<file path="src/rtl/imm_gen_pipe.sv">
// RV32I immediate generator: decodes I/S/B/U/J immediates, sign-extends to XLEN, adds pc for targets.
// Latency 1 cycle; output register plus one skid entry, in_ready = !skid_full (registered). Optional: IMM_GEN_ILLEGAL_EN.
module imm_gen_pipe #(
  parameter int XLEN = 32,
  parameter int PC_W = 32
) (
  input  logic            clk,
  input  logic            rst,
  input  logic            in_valid,
  output logic            in_ready,
  input  logic [31:0]     instr_in,
  input  logic [PC_W-1:0] pc_in,
  output logic            out_valid,
  input  logic            out_ready,
  output logic [XLEN-1:0] imm_out,
  output logic [2:0]      fmt_out,
  output logic [XLEN-1:0] target_out,
  output logic            target_vld_out,
  output logic            illegal_out
);

  localparam logic [2:0] FMT_NONE = 3'd0;
  localparam logic [2:0] FMT_I    = 3'd1;
  localparam logic [2:0] FMT_S    = 3'd2;
  localparam logic [2:0] FMT_B    = 3'd3;
  localparam logic [2:0] FMT_U    = 3'd4;
  localparam logic [2:0] FMT_J    = 3'd5;

  typedef struct packed {
    logic [XLEN-1:0] imm;
    logic [XLEN-1:0] target;
    logic [2:0]      fmt;
    logic            tvld;
    logic            illegal;
  } res_t;

  res_t               dec;
  res_t               out_q, out_d;
  res_t               skid_q, skid_d;
  logic               out_vld_q, out_vld_d;
  logic               skid_vld_q, skid_vld_d;
  logic               rdy_q;
  logic               accept, xfer;
  logic signed [31:0] imm32;
  logic [2:0]         fmt;

  always_comb begin
    imm32 = '0;
    fmt   = FMT_NONE;
    case (instr_in[6:0])
      7'b0000011, 7'b0010011, 7'b1100111, 7'b0001111, 7'b1110011: begin
        fmt   = FMT_I;
        imm32 = {{20{instr_in[31]}}, instr_in[31:20]};
      end
      7'b0100011: begin
        fmt   = FMT_S;
        imm32 = {{20{instr_in[31]}}, instr_in[31:25], instr_in[11:7]};
      end
      7'b1100011: begin
        fmt   = FMT_B;
        imm32 = {{20{instr_in[31]}}, instr_in[7], instr_in[30:25], instr_in[11:8], 1'b0};
      end
      7'b0110111, 7'b0010111: begin
        fmt   = FMT_U;
        imm32 = {instr_in[31:12], 12'b0};
      end
      7'b1101111: begin
        fmt   = FMT_J;
        imm32 = {{12{instr_in[31]}}, instr_in[19:12], instr_in[20], instr_in[30:21], 1'b0};
      end
      default: begin
        fmt   = FMT_NONE;
        imm32 = '0;
      end
    endcase
`ifdef IMM_GEN_ILLEGAL_EN
    // Compressed/reserved encodings are not decoded here.
    if (instr_in[1:0] != 2'b11) begin
      fmt   = FMT_NONE;
      imm32 = '0;
    end
`endif
    dec.fmt     = fmt;
    dec.imm     = XLEN'(imm32);
    dec.target  = XLEN'(pc_in) + XLEN'(imm32);
    dec.tvld    = (fmt == FMT_B) || (fmt == FMT_J);
`ifdef IMM_GEN_ILLEGAL_EN
    dec.illegal = (fmt == FMT_NONE) && (instr_in[6:0] != 7'b0110011);
`else
    dec.illegal = 1'b0;
`endif
  end

  assign accept = in_valid && rdy_q;
  assign xfer   = out_vld_q && out_ready;

  always_comb begin
    out_d      = out_q;
    out_vld_d  = out_vld_q;
    skid_d     = skid_q;
    skid_vld_d = skid_vld_q;
    if (xfer) begin
      if (skid_vld_q) begin
        out_d      = skid_q;
        skid_vld_d = accept;
        if (accept) skid_d = dec;
      end else if (accept) begin
        out_d = dec;
      end else begin
        out_vld_d = 1'b0;
      end
    end else if (accept) begin
      if (out_vld_q) begin
        skid_d     = dec;
        skid_vld_d = 1'b1;
      end else begin
        out_d     = dec;
        out_vld_d = 1'b1;
      end
    end
  end

  always_ff @(posedge clk) begin
    if (rst) begin
      out_q      <= '0;
      skid_q     <= '0;
      out_vld_q  <= 1'b0;
      skid_vld_q <= 1'b0;
      rdy_q      <= 1'b0;
    end else begin
      out_q      <= out_d;
      skid_q     <= skid_d;
      out_vld_q  <= out_vld_d;
      skid_vld_q <= skid_vld_d;
      rdy_q      <= !skid_vld_d;
    end
  end

  assign in_ready       = rdy_q;
  assign out_valid      = out_vld_q;
  assign imm_out        = out_q.imm;
  assign fmt_out        = out_q.fmt;
  assign target_out     = out_q.target;
  assign target_vld_out = out_q.tvld;
  assign illegal_out    = out_q.illegal;

endmodule
</file>
<file path="config.mk">
export PLATFORM = sky130hd
export DESIGN_NAME = imm_gen_pipe
export DESIGN_NICKNAME = d
export VERILOG_FILES = /design/src/rtl/imm_gen_pipe.sv
export SDC_FILE = /design/constraint.sdc
export NUM_CORES = 1
export LEC_CHECK = 0
export BUFFER_PORTS_ARGS = -buffer_cell sky130_fd_sc_hd__buf_2
export CAP_MARGIN = 10
export CORE_ASPECT_RATIO = 0.9
export CORE_MARGIN = 2
export CORE_UTILIZATION = 50
export DETAILED_ROUTE_END_ITERATION = 7
export PLACE_DENSITY = 0.76
export REMOVE_ABC_BUFFERS = 1
export SYNTH_ARGS = -nofsm -noshare
export SYNTH_HDL_FRONTEND = slang
export SYNTH_SLANG_ARGS = --single-unit
</file>
<file path="constraint.sdc">
create_clock -name clk -period 3.3 [get_ports clk]
set_input_delay 0.33 -clock clk [delete_from_list [all_inputs] [get_ports clk]]
set_output_delay 0.33 -clock clk [all_outputs]
set_load 0.005 [all_outputs]
</file>
==> flow_summary.toml, run 1 <==
[timing]
worst_pin_slew_ns = 0.694
fin_skew_ns = 0.00701
slew_headroom_pct = 53.8
setup_viol = 0
rsz0062_at_grt = "no"
finalCritPeriodShare_pct = 93.9
setup_ws_ns = 0.202
hold_ws_ns = 0.204
final_hold_viol_count = 0
fin_crit_ns = 3.10
max_freq_ghz = 0.323
slew_violations = 0

[floorplan]
die_w_microns = 134
die_h_microns = 121
dieArea_sq_um = 16100
num_rows = 42
io_pins = 139
coreArea_sq_um = 14700
start_util_pct = 51.3

[yosys]
async_flop_share_pct = 0
synth_area_per_cell_sq_um = 7.85
ys_seq_area_share_pct = 36.9
ys_top_cells_by_area = "dfxtp_1, nand2_1, a21oi_1"
ys_warn_count = 0
yosysUniqueCellTypes = 65
synth_seq_cells = 139
synth_top_area_cell = "dfxtp_1"
synth_ff_type = "dfxtp_1"
synth_area_sq_um = 7550
syn_inst = 962
synth.top_cell.area_share_pct = 36.9
synth_edf_count = 0

[critical_path]
reg2regPathDepth = 5
r2r-end = "imm_out[23]"
worstPathMaxFanout = 7
path_class = "in -> reg"
critPathRequiredTime_ns = 3.63
r2r_start = "out_valid"
startpoint_type = "input pin"
ff2ff_setup_slack_ns = 1.08
critPathArrivalTime_ns = 3.43
crit_path_end_kind = "register"
crit_path_start = "instr_in[6]"

[place]
place.port_buffers = 137
gp_congestion = 0.925
place_area_sq_um = 9090
pre_cts_ws_ns = -0.298
dpl.hpwl_mm = 16.4

[pwr]
power_density_nw_per_um2 = 433
power_mw = 4.19
leakage_nw = 4.40
peakVddDrop_v = 0.000382

[clocking]
cts_max_path_buffers = 2
cts_root_buf = "clkbuf_16"
h-tree-depth = 4
cts_buffers = 17
cts_sinks = 139
hold_buffers = 0
insertion_delay_ns = 0.42
clkTransAtPathRegs_ns = 0.06
cts_tree = "built"

[layout]
final_cell_mix = "nand2_1, dfxtp_1, buf_2"
final_area_sq_um = 9690
antennaDiodeCount = 0
drive_gt1_share_pct = 25.7
nets = 1264
utilization_pct = 65.8
layout_commonest_cell = "nand2_1"
syn2layout_area_growth_pct = 28.4

[job]
maxCapViolations = 0

[global_routing]
first_global_vias = 7384
grt_max_degree = 64
grt_pass1_wl_mm = 37.3
antenna_found_initial = 0
grt-ovfl-total = 0
grt_usage_pct = 29.0

[route]
drc = 0
drt_iter0_drc = 583
finalWirelength_mm = 23.4
avgRoutedWirePerCell_microns = 17.0
routed_via_density = 5.74
ant_nets = 0
dr.pass1.iters = 5
vias = 7899

[hold_path]
hp-class = "in -> reg"
hp-start = "out_ready"
worstHoldPathCells = 3
hold_end = "in_ready"

[status]
status = "completed"
[Yosys cell counts (5+ instances only)]
cell / number
and3_1: 6
nor2b_1: 9
o21a_1: 11
xor2_1: 14
a311oi_1: 24
xnor2_1: 7
inv_1: 16
nand2_1: 168
o22ai_1: 18
a22oi_1: 13
and3b_1: 5
o211ai_1: 7
mux2i_1: 30
o21ai_1: 5
a31oi_1: 11
a21o_1: 18
o31ai_1: 7
buf_1: 5
and2_1: 6
or3_1: 5
a211oi_1: 19
nand3_1: 17
nand4_1: 11
ha_1: 31
o21ai_0: 34
dfxtp_1: 139
clkbuf_1: 55
a21oi_1: 106
nor2_1: 104
[cells by family (layout without fill, tap and decap cells)]
group,count (synthesis),count (layout),synth area share (%)
AOI/OAI and AO/OA,311,311,27.3
xor gates and xnor gates,21,21,2.44
adders and majority gates,32,32,5.40
buffers and inverters,81,296,4.14
DFF,139,139,36.9
muxes,30,30,3.98
other,1,1,0.0497
and+or+nand+nor,347,347,19.8
[through the flow]
step	TNS [ns]	cells
after floorplan	-31.32	897
after global placement	-2.57	1342
after detailed placement	-3.88	1342
after CTS	0	1374
after global routing	0	1375
final	0	1375
[sequential cells by signal, summed over array words and instances (netlist names)]
signal and flops:
skid_q 68, imm_out 32, target_out 32, fmt_out 3
in_ready 1, out_valid 1, skid_vld_q 1, target_vld_out 1
[layer usage]
metal,routed length [microns],vias up,share of wire [%],track usage [%]
met5,0,-,0,0
li1,-,3871,-,-
met2,10100,341,43,45.0
met1,10900,3646,47,40.4
met4,487,0,2.1,8.84
met3,1830,41,7.8,6.62
[report_power, final]
group | total [mW] | leakage [nW] | switching [mW] | internal (mW)
Clock | 1.88 | 0.271 | 0.773 | 1.11
Combinational | 0.561 | 3.00 | 0.318 | 0.243
Sequential | 1.75 | 1.13 | 0.0250 | 1.72
[worst max-delay path: stages]
cell and delay, ns:
buf_2 0.13, nor3b_1 0.25, o21ai_1 0.13, a21oi_2 0.18, nor2_1 0.07, buf_4 0.16
nor2b_1 0.26, ha_1 0.32, a21oi_1 0.23, o211ai_1 0.15, a221oi_2 0.37, a21oi_4 0.15
o211ai_1 0.28, a21boi_1 0.14, o32ai_1 0.27
[worst max path at each step]
stage	slack (ns)	to	cells after the start
global placement	-0.27	target_out[28]	15
floorplan	-1.02	skid_q[28]	4
detailed placement	-0.30	target_out[28]	15
global route	0.01	target_out[30]	15
finish	0.20	target_out[27]	15
CTS	0.14	target_out[28]	15
[timing repair]
item                                    in CTS  in global routing
setup buffers                                0                  1
hold endpoints to repair                     0                  0
resized for setup                            0                  5
endpoints found under the setup margin       0                 14
[area by class of cell]
cell class,count,area [sq um]
Clock buffer,17,425
Clock inverter,15,149
Fill cell,1276,5030
Inverter,16,60.1
Multi-Input combinational cell,742,4490
Sequential cell,139,2780
Tap cell,198,248
Timing Repair Buffer,248,1530
(Power assumes the default switching activity.)
==> inputs of run 2 (changes only) <==
--- a/config.mk
+++ b/config.mk
@@ -11,7 +11,7 @@
 export CORE_MARGIN = 2
 export CORE_UTILIZATION = 50
 export DETAILED_ROUTE_END_ITERATION = 7
-export PLACE_DENSITY = 0.76
+export PLACE_DENSITY = 0.73
 export REMOVE_ABC_BUFFERS = 1
 export SYNTH_ARGS = -nofsm -noshare
 export SYNTH_HDL_FRONTEND = slang
==> constraint.sdc (replaced) <==
create_clock -name clk -period 3.2 [get_ports clk]
set_input_delay 0.32 -clock clk [delete_from_list [all_inputs] [get_ports clk]]
set_output_delay 0.32 -clock clk [all_outputs]
set_load 0.005 [all_outputs]
==> run 2 against run 1 <==
Against the previous run: wire length rose by 1.2%; flip-flop and latch count unchanged; clock skew about the same; sequential power is 3% higher; combinational power grew 5.2%; highest routed layer is now met5; sequential share of layout area is 0.33 points lower; first-iteration DRC count fell by 0.86%; final cell count is 0.87% higher.
==> flow_summary.toml, run 2 (synthesis gave the netlist of run 1 again) <==
[floorplan]
die_h_microns = 121
dieArea_sq_um = 16100
start_util_pct = 51.3
coreArea_sq_um = 14700
num_rows = 42
die_w_microns = 134
io_pins = 139

[timing]
fin_tns_setup_ns = 0
fin_skew_ns = 0.00731
max_freq_ghz = 0.322
hold_ws_ns = 0.214
setup_viol = 0
rsz0062_at_grt = "yes"
setup_ws_ns = 0.0975
worst_pin_slew_ns = 0.982
fin_crit_ns = 3.10
final_hold_viol_count = 0
slew_violations = 0
finalCritPeriodShare_pct = 97.0
slew_headroom_pct = 34.5

[clocking]
cts_buffers = 17
h-tree-depth = 4
cts_sinks = 139
clkTransAtPathRegs_ns = 0.06
cts_tree = "built"
cts_max_path_buffers = 2
insertion_delay_ns = 0.42
cts_root_buf = "clkbuf_16"

[hold_path]
hp-class = "in -> reg"

[global_routing]
grt_max_degree = 56
first_global_vias = 7408
grt_usage_pct = 29.4
antenna_found_initial = 1
grt-ovfl-total = 0
grt_pass1_wl_mm = 37.6

[place]
gp_congestion = 0.944
place_inst = 1354
pre_cts_ws_ns = -0.386
place.port_buffers = 137
dpl.hpwl_mm = 16.6

[critical_path]
path_cells = "buf_2 -> and3_1 -> o21ai_2 -> a21oi_1 -> o21a_1 -> buf_4 -> a21o_1 -> ha_4 -> nand4_1 -> a2111oi_4 -> o21ai_4 -> a311oi_2 -> and4_1 -> nor3_1 -> o31ai_1"
critPathArrivalTime_ns = 3.44
startpoint_type = "input pin"
slowest_delay_ns = 0.47
worstPathMaxFanout = 6
crit_path_end_kind = "register"
cp_slowest_cell = "a2111oi_4"
path_class = "in -> reg"
critPathRequiredTime_ns = 3.54

[layout]
layout_commonest_cell = "nand2_1"
stdcell_count = 1387
drive_gt1_share_pct = 27.5
syn2layout_area_growth_pct = 29.9
nets = 1276
regMostFlops = "skid_q"
antennaDiodeCount = 0
final_cell_mix = "nand2_1, dfxtp_1, buf_2"
largest_reg_flops = 68

[route]
finalWirelength_mm = 23.6
highest_layer = "met5"
routed_via_density = 5.76
wl_met3_mm = 1.54
drt_iter0_drc = 578
dr.pass1.iters = 5
drc = 0
wl_met1_mm = 10.8
vias = 7984
ant_nets = 0
met2_length_mm = 10.8
avgRoutedWirePerCell_microns = 17.0

[pwr]
power_mw = 4.21
leakage_nw = 4.43
power_density_nw_per_um2 = 429
peakVddDrop_v = 0.000418

[job]
maxCapViolations = 0

[status]
status = "completed"
[run 2: worst max-delay path: cells and delay by family]
family | cells | cell delay (ns)
buffers and inverters | 2 | 0.30
AO/OA/AOI/OAI | 8 | 1.82
AND/OR/NAND/NOR | 4 | 0.69
adder cells (fa/ha/maj) | 1 | 0.30
[run 2: area by class of cell]
class | instances | area, sq um
clock inverter | 13 | 95.1
sequential | 139 | 2780
clock buffer | 19 | 443
multi-input combinational | 742 | 4560
timing repair buffer | 260 | 1610
tap | 198 | 248
inverter | 16 | 60.1
fill | 1282 | 4910
[run 2: final timing paths]
path / to / slack [ns] / startpoint / cells after the start
worst max-delay path: target_out[30] / 0.1 / instr_in[5] / 15
worst min-delay path: in_ready / 0.21 / out_ready / 3
worst max register to register: skid_q[34] / 0.92 / out_valid / 4
worst min register to register: target_out[1] / 0.45 / target_out[1] / 2
[run 2: timing repair]
item / in CTS / in global routing
hold buffers: 0 / 0
gates resized for setup: 0 / 20
buffers inserted: 0 / 1
endpoints found under the setup margin: 0 / 41
hold endpoints to repair: 0 / 0
[run 2: layer usage]
layer  GRT usage, %  vias to the layer above
met5              0                        -
met4           8.51                        2
met3           5.79                       41
met2           47.5                      280
met1           40.2                     3774
li1               -                     3887
[run 2: stage by stage]
step | cell area (sq um) | util, %
floorplan | 7290 | -
global placement | 9180 | 62.4
detailed placement | 9180 | 62.4
CTS | 9710 | 66.0
global route | 9800 | 66.6
finish | 9800 | 66.6
[run 2: power by group]
| group | total (mW) | internal, mW | switching [mW] | leakage [nW] |
|---|---|---|---|---|
| clock network | 1.81 | 1.01 | 0.801 | 0.248 |
| registers | 1.80 | 1.78 | 0.0258 | 1.13 |
| logic | 0.590 | 0.256 | 0.334 | 3.05 |
| total | 4.21 | 3.05 | 1.16 | 4.43 |
